**src/rtl/controlador_venda_if.sv**
```systemverilog
// Signal bundle between the vending-machine controller and its environment
// (coin acceptor, product buttons, change dispenser, coin accumulator).
interface controlador_venda_if;
  logic [1:0] moeda;
  logic       sel_valida;
  logic [1:0] selecao;
  logic       cancelar;
  logic       troco_ack;
  logic [3:0] credito;

  logic [1:0] moeda_acum;
  logic       tempoLimite;
  logic       moeda_rejeitada;
  logic       liberar;
  logic [1:0] produto;
  logic       preco_insuf;
  logic [3:0] troco;
  logic       troco_valido;
  logic       ocupado;

  modport master (
    output moeda, sel_valida, selecao, cancelar, troco_ack, credito,
    input  moeda_acum, tempoLimite, moeda_rejeitada, liberar, produto,
           preco_insuf, troco, troco_valido, ocupado
  );

  modport slave (
    input  moeda, sel_valida, selecao, cancelar, troco_ack, credito,
    output moeda_acum, tempoLimite, moeda_rejeitada, liberar, produto,
           preco_insuf, troco, troco_valido, ocupado
  );
endinterface

```
**src/rtl/controlador_venda.sv**
```systemverilog
// Vending transaction sequencer: gates coins into the external accumulator,
// handles selection/price check, product release, change and inactivity timeout.
module controlador_venda #(
    parameter int PRECO0         = 4,
    parameter int PRECO1         = 5,
    parameter int PRECO2         = 6,
    parameter int PRECO3         = 8,
    parameter int TIMEOUT_CICLOS = 1000
) (
    input logic                  clk,
    input logic                  rst_n,
    controlador_venda_if.slave   bus
);

    localparam int CW = $clog2(TIMEOUT_CICLOS);
    localparam logic [CW-1:0] CNT_MAX = CW'(TIMEOUT_CICLOS - 1);

    typedef enum logic [2:0] {
        LIMPAR,
        OCIOSO,
        ACEITANDO,
        ESPERA,
        COMPARAR,
        LIBERAR,
        TROCO
    } estado_t;

    estado_t       r_estado;
    logic [CW-1:0] r_cnt;
    logic [1:0]    r_moeda_acum;
    logic          r_tempo_limite;
    logic          r_moeda_rejeitada;
    logic          r_liberar;
    logic [1:0]    r_produto;
    logic          r_preco_insuf;
    logic [3:0]    r_troco;
    logic          r_troco_valido;
    logic          r_ocupado;

    estado_t       w_prox;
    logic [CW-1:0] w_cnt;
    logic [1:0]    w_moeda_acum;
    logic          w_aceita;
    logic          w_rejeita;
    logic          w_preco_insuf;
    logic [3:0]    w_troco;
    logic [1:0]    w_produto;
    logic [4:0]    w_reembolso;
    logic [4:0]    w_soma;
    logic          w_cabe;
    logic          w_tem_moeda;
    logic          w_timeout;
    logic [3:0]    w_preco;

    function automatic logic [2:0] peso(input logic [1:0] m);
        case (m)
            2'b01:   peso = 3'd1;
            2'b10:   peso = 3'd2;
            2'b11:   peso = 3'd4;
            default: peso = 3'd0;
        endcase
    endfunction

    // The coin still in flight to the accumulator counts towards the 2,00 ceiling.
    assign w_reembolso = {1'b0, bus.credito} + {2'b00, peso(r_moeda_acum)};
    assign w_soma      = w_reembolso + {2'b00, peso(bus.moeda)};
    assign w_cabe      = (w_soma <= 5'd8);
    assign w_tem_moeda = (bus.moeda != 2'b00);
    assign w_timeout   = (r_cnt == CNT_MAX);

    always_comb begin
        case (r_produto)
            2'd0:    w_preco = 4'(PRECO0);
            2'd1:    w_preco = 4'(PRECO1);
            2'd2:    w_preco = 4'(PRECO2);
            default: w_preco = 4'(PRECO3);
        endcase
    end

    always_comb begin
        w_prox        = r_estado;
        w_aceita      = 1'b0;
        w_rejeita     = 1'b0;
        w_preco_insuf = 1'b0;
        w_troco       = r_troco;
        w_produto     = r_produto;

        case (r_estado)
            LIMPAR: begin
                w_rejeita = w_tem_moeda;
                w_prox    = OCIOSO;
            end
            OCIOSO: begin
                if (w_tem_moeda) begin
                    if (w_cabe) begin
                        w_aceita = 1'b1;
                        w_prox   = ACEITANDO;
                    end else begin
                        w_rejeita = 1'b1;
                    end
                end
            end
            ACEITANDO: begin
                if (bus.cancelar || w_timeout) begin
                    w_rejeita = w_tem_moeda;
                    w_troco   = w_reembolso[3:0];
                    w_prox    = (w_reembolso != 5'd0) ? TROCO : LIMPAR;
                end else if (bus.sel_valida) begin
                    w_rejeita = w_tem_moeda;
                    w_produto = bus.selecao;
                    w_prox    = ESPERA;
                end else if (w_tem_moeda) begin
                    if (w_cabe) w_aceita  = 1'b1;
                    else        w_rejeita = 1'b1;
                end
            end
            ESPERA: begin
                w_rejeita = w_tem_moeda;
                w_prox    = COMPARAR;
            end
            COMPARAR: begin
                w_rejeita = w_tem_moeda;
                if (bus.credito >= w_preco) begin
                    w_troco = bus.credito - w_preco;
                    w_prox  = LIBERAR;
                end else begin
                    w_preco_insuf = 1'b1;
                    w_prox        = ACEITANDO;
                end
            end
            LIBERAR: begin
                w_rejeita = w_tem_moeda;
                w_prox    = (r_troco != 4'd0) ? TROCO : LIMPAR;
            end
            TROCO: begin
                w_rejeita = w_tem_moeda;
                if (bus.troco_ack) w_prox = LIMPAR;
            end
            default: w_prox = LIMPAR;
        endcase

        w_moeda_acum = w_aceita ? bus.moeda : 2'b00;

        // Timer restarts on every entry into ACEITANDO and on each accepted coin.
        if (w_prox == ACEITANDO && (r_estado != ACEITANDO || w_aceita))
            w_cnt = '0;
        else if (r_estado == ACEITANDO)
            w_cnt = r_cnt + 1'b1;
        else
            w_cnt = r_cnt;
    end

    always_ff @(posedge clk or negedge rst_n) begin
        if (!rst_n) begin
            r_estado          <= LIMPAR;
            r_cnt             <= '0;
            r_moeda_acum      <= '0;
            r_tempo_limite    <= 1'b1;
            r_moeda_rejeitada <= 1'b0;
            r_liberar         <= 1'b0;
            r_produto         <= '0;
            r_preco_insuf     <= 1'b0;
            r_troco           <= '0;
            r_troco_valido    <= 1'b0;
            r_ocupado         <= 1'b1;
        end else begin
            r_estado          <= w_prox;
            r_cnt             <= w_cnt;
            r_moeda_acum      <= w_moeda_acum;
            r_tempo_limite    <= (w_prox == LIMPAR);
            r_moeda_rejeitada <= w_rejeita;
            r_liberar         <= (w_prox == LIBERAR);
            r_produto         <= w_produto;
            r_preco_insuf     <= w_preco_insuf;
            r_troco           <= w_troco;
            r_troco_valido    <= (w_prox == TROCO);
            r_ocupado         <= (w_prox != OCIOSO);
        end
    end

    assign bus.moeda_acum      = r_moeda_acum;
    assign bus.tempoLimite     = r_tempo_limite;
    assign bus.moeda_rejeitada = r_moeda_rejeitada;
    assign bus.liberar         = r_liberar;
    assign bus.produto         = r_produto;
    assign bus.preco_insuf     = r_preco_insuf;
    assign bus.troco           = r_troco;
    assign bus.troco_valido    = r_troco_valido;
    assign bus.ocupado         = r_ocupado;

endmodule

```
**src/flat_wrapper.sv**
```systemverilog
// flat-port wrapper written by rule: the top's interface ports become plain ports
module controlador_venda_flat 
#(
    parameter int PRECO0         = 4,
    parameter int PRECO1         = 5,
    parameter int PRECO2         = 6,
    parameter int PRECO3         = 8,
    parameter int TIMEOUT_CICLOS = 1000
)
  (clk, rst_n, bus_moeda, bus_sel_valida, bus_selecao, bus_cancelar, bus_troco_ack, bus_credito, bus_moeda_acum, bus_tempoLimite, bus_moeda_rejeitada, bus_liberar, bus_produto, bus_preco_insuf, bus_troco, bus_troco_valido, bus_ocupado);
  controlador_venda_if bus_i ();
  input logic clk;
  input logic rst_n;
  input wire logic [$bits(bus_i.moeda)-1:0] bus_moeda;
  input wire logic [$bits(bus_i.sel_valida)-1:0] bus_sel_valida;
  input wire logic [$bits(bus_i.selecao)-1:0] bus_selecao;
  input wire logic [$bits(bus_i.cancelar)-1:0] bus_cancelar;
  input wire logic [$bits(bus_i.troco_ack)-1:0] bus_troco_ack;
  input wire logic [$bits(bus_i.credito)-1:0] bus_credito;
  output wire logic [$bits(bus_i.moeda_acum)-1:0] bus_moeda_acum;
  output wire logic [$bits(bus_i.tempoLimite)-1:0] bus_tempoLimite;
  output wire logic [$bits(bus_i.moeda_rejeitada)-1:0] bus_moeda_rejeitada;
  output wire logic [$bits(bus_i.liberar)-1:0] bus_liberar;
  output wire logic [$bits(bus_i.produto)-1:0] bus_produto;
  output wire logic [$bits(bus_i.preco_insuf)-1:0] bus_preco_insuf;
  output wire logic [$bits(bus_i.troco)-1:0] bus_troco;
  output wire logic [$bits(bus_i.troco_valido)-1:0] bus_troco_valido;
  output wire logic [$bits(bus_i.ocupado)-1:0] bus_ocupado;
  assign bus_i.moeda = bus_moeda;
  assign bus_i.sel_valida = bus_sel_valida;
  assign bus_i.selecao = bus_selecao;
  assign bus_i.cancelar = bus_cancelar;
  assign bus_i.troco_ack = bus_troco_ack;
  assign bus_i.credito = bus_credito;
  assign bus_moeda_acum = bus_i.moeda_acum;
  assign bus_tempoLimite = bus_i.tempoLimite;
  assign bus_moeda_rejeitada = bus_i.moeda_rejeitada;
  assign bus_liberar = bus_i.liberar;
  assign bus_produto = bus_i.produto;
  assign bus_preco_insuf = bus_i.preco_insuf;
  assign bus_troco = bus_i.troco;
  assign bus_troco_valido = bus_i.troco_valido;
  assign bus_ocupado = bus_i.ocupado;
  controlador_venda #(.PRECO0(PRECO0), .PRECO1(PRECO1), .PRECO2(PRECO2), .PRECO3(PRECO3), .TIMEOUT_CICLOS(TIMEOUT_CICLOS)) u_core (.clk(clk), .rst_n(rst_n), .bus(bus_i));
endmodule
```
**config.mk**
```make
export PLATFORM = sky130hd
export DESIGN_NAME = controlador_venda_flat
export DESIGN_NICKNAME = d
export VERILOG_FILES = /design/src/rtl/controlador_venda_if.sv /design/src/rtl/controlador_venda.sv /design/src/flat_wrapper.sv
export SDC_FILE = /design/constraint.sdc
export NUM_CORES = 1
export LEC_CHECK = 0
export BUFFER_PORTS_ARGS = -buffer_cell sky130_fd_sc_hd__buf_2
export CAP_MARGIN = 20
export CELL_PAD_IN_SITES_DETAIL_PLACEMENT = 0
export CELL_PAD_IN_SITES_GLOBAL_PLACEMENT = 1
export CORE_MARGIN = 1.5
export CORE_UTILIZATION = 44
export CTS_CLUSTER_DIAMETER = 50
export DETAILED_ROUTE_END_ITERATION = 16
export PLACE_DENSITY = 0.91
export SYNTH_ARGS = -nofsm -noshare
export SYNTH_HDL_FRONTEND = slang
export SYNTH_SLANG_ARGS = --single-unit
```
**constraint.sdc**
```tcl
create_clock -name clk -period 4 [get_ports clk]
set_input_delay 0.2 -clock clk [delete_from_list [all_inputs] [get_ports clk]]
set_output_delay 0.2 -clock clk [all_outputs]
set_load 0.02 [all_outputs]
```
==> impl_metrics.py <==
metrics = {
    "sta": {
        "post-route-min-period_ns": 3.54,
        "slew_violations": 0,
        "max_freq_mhz": 283,
        "tns_ns": 0,
        "rsz0062_at_grt": "no",
        "worst_pin_slew_ns": 0.683,
        "setup_viol": 0,
        "finalCritPeriodShare": 0.884,
        "skew_ns": 0.00149,
        "slew_headroom": 0.543,
        "hold_viol": 0,
    },
    "drt": {
        "drc": 0,
        "wire_per_inst_um": 14.0,
        "drt_iter0_markers": 57,
        "wirelength_um": 3750,
        "via_per_inst": 5.26,
        "ant_nets": 0,
        "first_pass_iters": 4,
        "routed-via-count": 1411,
    },
    "setup_path": {
        "reg2reg_setup_slack_ns": 0.46,
        "startpoint": "u_core.bus.moeda_acum[0]$_DFF_PN0_",
        "worstReg2RegEnd": "u_core.r_cnt[5]$_DFFE_PN0P_",
        "worstSetupPathType": "register to register",
        "ff2ff_path_depth": 12,
        "start_kind": "register",
        "worstPathRequired_ns": 4.15,
        "critical_path_arrival_ns": 3.69,
        "worstReg2RegStart": "u_core.bus.moeda_acum[0]$_DFF_PN0_",
        "endpoint_kind": "register",
        "path_max_fanout": 9,
    },
    "grt": {
        "grt_use_total": 0.178,
        "grt_first_pass_wirelength_um": 6290,
        "use_met2": 0.264,
        "grt_pass1_vias": 1322,
        "grtUsageMet1": 0.271,
        "antenna_found_initial": 0,
        "grt_overflow": 0,
        "grt_max_degree": 28,
        "top_usage_layer": "met1",
        "grt_use_met3": 0.0195,
    },
    "logic_synthesis": {
        "netlist_area_um2": 1900,
        "synth_compound_area_frac": 0.193,
        "synth_adder_area_share": 0.104,
        "synth_ff_type": "dfrtp_1",
        "yosys-top-cells-count": "nor2_1 (26), dfrtp_1 (25)",
        "synth_area_leaders": "dfrtp_1 (33%), ha_1 (7.2%), nor2_1 (5.1%), xor2_1 (3.7%), fa_1 (3.2%)",
        "synth_edf_count": 0,
        "muxShareOfSynthArea": 0.0237,
        "synth-simple-area-share": 0.200,
        "ys_seq_area_frac": 0.357,
        "synthDominantCellAreaShare": 0.329,
        "synth_top_family_by_area": "simple AND/OR/NAND/NOR gates",
        "async_reset_ff_frac": 1.00,
        "syn_avg_cell_area_um2": 10.0,
        "synth-xor-area-share": 0.0718,
        "ys_types": 54,
        "synth.net_count": 216,
        "synthCells": 189,
        "yosysTopAreaCell": "dfrtp_1",
        "yosysWarnings": 0,
        "ys_ff_latch": 27,
        "synth_most_common_cell": "nor2_1",
    },
    "finish": {
        "finalNonFillerCells": 268,
        "fin_util": 0.516,
        "finalNetCount": 246,
        "nFillCells": 379,
        "drive_gt1_frac": 0.252,
        "multiInputGateArea_um2": 1130,
        "register_area_um2": 678,
        "diodes": 0,
        "area_delta_synth_final_pct": 11.0,
    },
    "hold_path": {
        "hp-class": "input pin to register",
        "min_path_cells": 2,
        "hold_end": "u_core.bus.produto[1]$_DFFE_PN0P_",
        "worstHoldStart": "bus_selecao[1]",
    },
    "cts": {
        "clk_pin_slew_ns": 0.10,
        "cts_buffer_depth": 2,
        "ctsHoldBuffers": 1,
        "root_buffer": "clkbuf_8",
        "h-tree-depth": 1,
        "cts_setup_buffers": 0,
        "clkSinkCount": 27,
        "cts-resized-gates": 0,
        "cts_buffers": 3,
        "worstSkewPairLatency_ns": 0.27,
        "cts_tree": "yes",
    },
    "floorplanning": {
        "ios": 27,
        "die_h_um": 68.7,
        "start_util": 0.465,
        "coreArea_um2": 4090,
        "row_count": 23,
        "die_w_um": 68.7,
        "die-area_um2": 4720,
    },
    "place": {
        "dp.final_hpwl_um": 2910,
        "placed_cells": 263,
        "io_buffers": 26,
        "place.gp.congestion": 0.831,
    },
    "power_and_ir_drop": {
        "max-vdd-ir-drop_v": 0.000352,
        "p_per_area_nw_per_um2": 613,
        "leakage_nw": 1.04,
        "finalPower_mw": 1.29,
    },
    "outcome": {
        "outcome": "complete, no violations",
    },
    "job": {
        "timing.max_cap.violations": 0,
    },
}
-- worst max path at each step --
stage | endpoint | slack (ns) | cells after the start
3_3_place_gp | u_core.r_cnt[9]$_DFFE_PN0P_ | 0.56 | 11
6_report | u_core.r_cnt[5]$_DFFE_PN0P_ | 0.46 | 12
4_1_cts | u_core.r_cnt[5]$_DFFE_PN0P_ | 0.46 | 11
2_1_floorplan | u_core.r_cnt[2]$_DFFE_PN0P_ | 0.65 | 11
3_5_place_dp | u_core.r_cnt[9]$_DFFE_PN0P_ | 0.49 | 11
5_1_grt | u_core.r_cnt[2]$_DFFE_PN0P_ | 0.24 | 12
-- sequential cells by signal (all words and copies together), names as in the netlist --
name and cells:
u_core.bus.troco 4, u_core.bus.moeda_acum 2, u_core.bus.produto 2, u_core.bus.tempoLimite 1, u_core.r_estado 3, u_core.bus.liberar 1, u_core.r_cnt 10, u_core.bus.moeda_rejeitada 1
u_core.bus.ocupado 1, u_core.bus.troco_valido 1, u_core.bus.preco_insuf 1
-- critical path, cell delays in order (launching register included) --
cell	delay, ns
dfrtp_1	0.41
nor2b_1	0.14
ha_1	0.23
fa_1	0.45
xor2_1	0.25
ha_1	0.33
a21oi_1	0.20
a211oi_1	0.09
a2111o_1	0.44
a21oi_4	0.19
a31oi_4	0.15
a211oi_4	0.43
nor2_1	0.10
-- through the flow --
stage | instance area [um2] | hold WS, ns | setup slack, ns
final | 2110 | 0.155 | 0.462
after global routing | 2110 | 0.166 | 0.236
after CTS | 2110 | 0.152 | 0.463
after detailed placement | 2050 | 0.248 | 0.490
after global placement | 2050 | 0.239 | 0.558
after floorplan | 1900 | -0.0956 | 0.653
-- final cells by class --
class                           count  area share
Tap cell                           50      0.0297
Multi-Input combinational cell    147       0.534
Timing Repair Buffer               28      0.0700
Clock buffer                        3      0.0196
Inverter                           12      0.0214
Clock inverter                      1     0.00356
Sequential cell                    27       0.322
-- metal layers --
layer,routed length [um],up-vias
li1,-,727
met3,137,6
met4,49,0
met1,1980,649
met2,1590,29
met5,0,-
-- cell usage in the layout (no fill, tap or decap), types with 2 or more instances in the layout --
cell type   n
ha_1       11
o31ai_1     2
nand4_1     3
nand2_1    11
dfstp_2     2
a31oi_1     2
xor2_1      8
and2_1      3
nor2_1     26
and3_1      3
or4_1       2
nor3_1      2
dfrtp_1    25
a31oi_4     2
and2b_2     2
a211oi_1    3
nor2b_1     5
nand3_1     3
or3_1       2
a21oi_1    11
xnor2_1     5
inv_1      11
a211o_1     2
buf_2      26
fa_1        3
mux2_2      4
a21boi_0    3
a21o_1      5
o21ai_0     2
clkbuf_8    3
-- logic make-up after synthesis --
| logic type | Yosys count |
|---|---|
| mux | 4 |
| xor+xnor | 14 |
| buf+inv | 15 |
| fa+ha+maj | 14 |
| compound gates | 44 |
| simple gates | 71 |
| flops | 27 |
-- report_power, final --
group,leakage [nW],internal [mW],switching (mW),total (mW)
Clock,0.0217,0.0707,0.0898,0.161
Combinational,0.673,0.285,0.407,0.692
Sequential,0.346,0.358,0.0813,0.440
Total,1.04,0.714,0.578,1.29
Power figures use the tool's default switching activity.
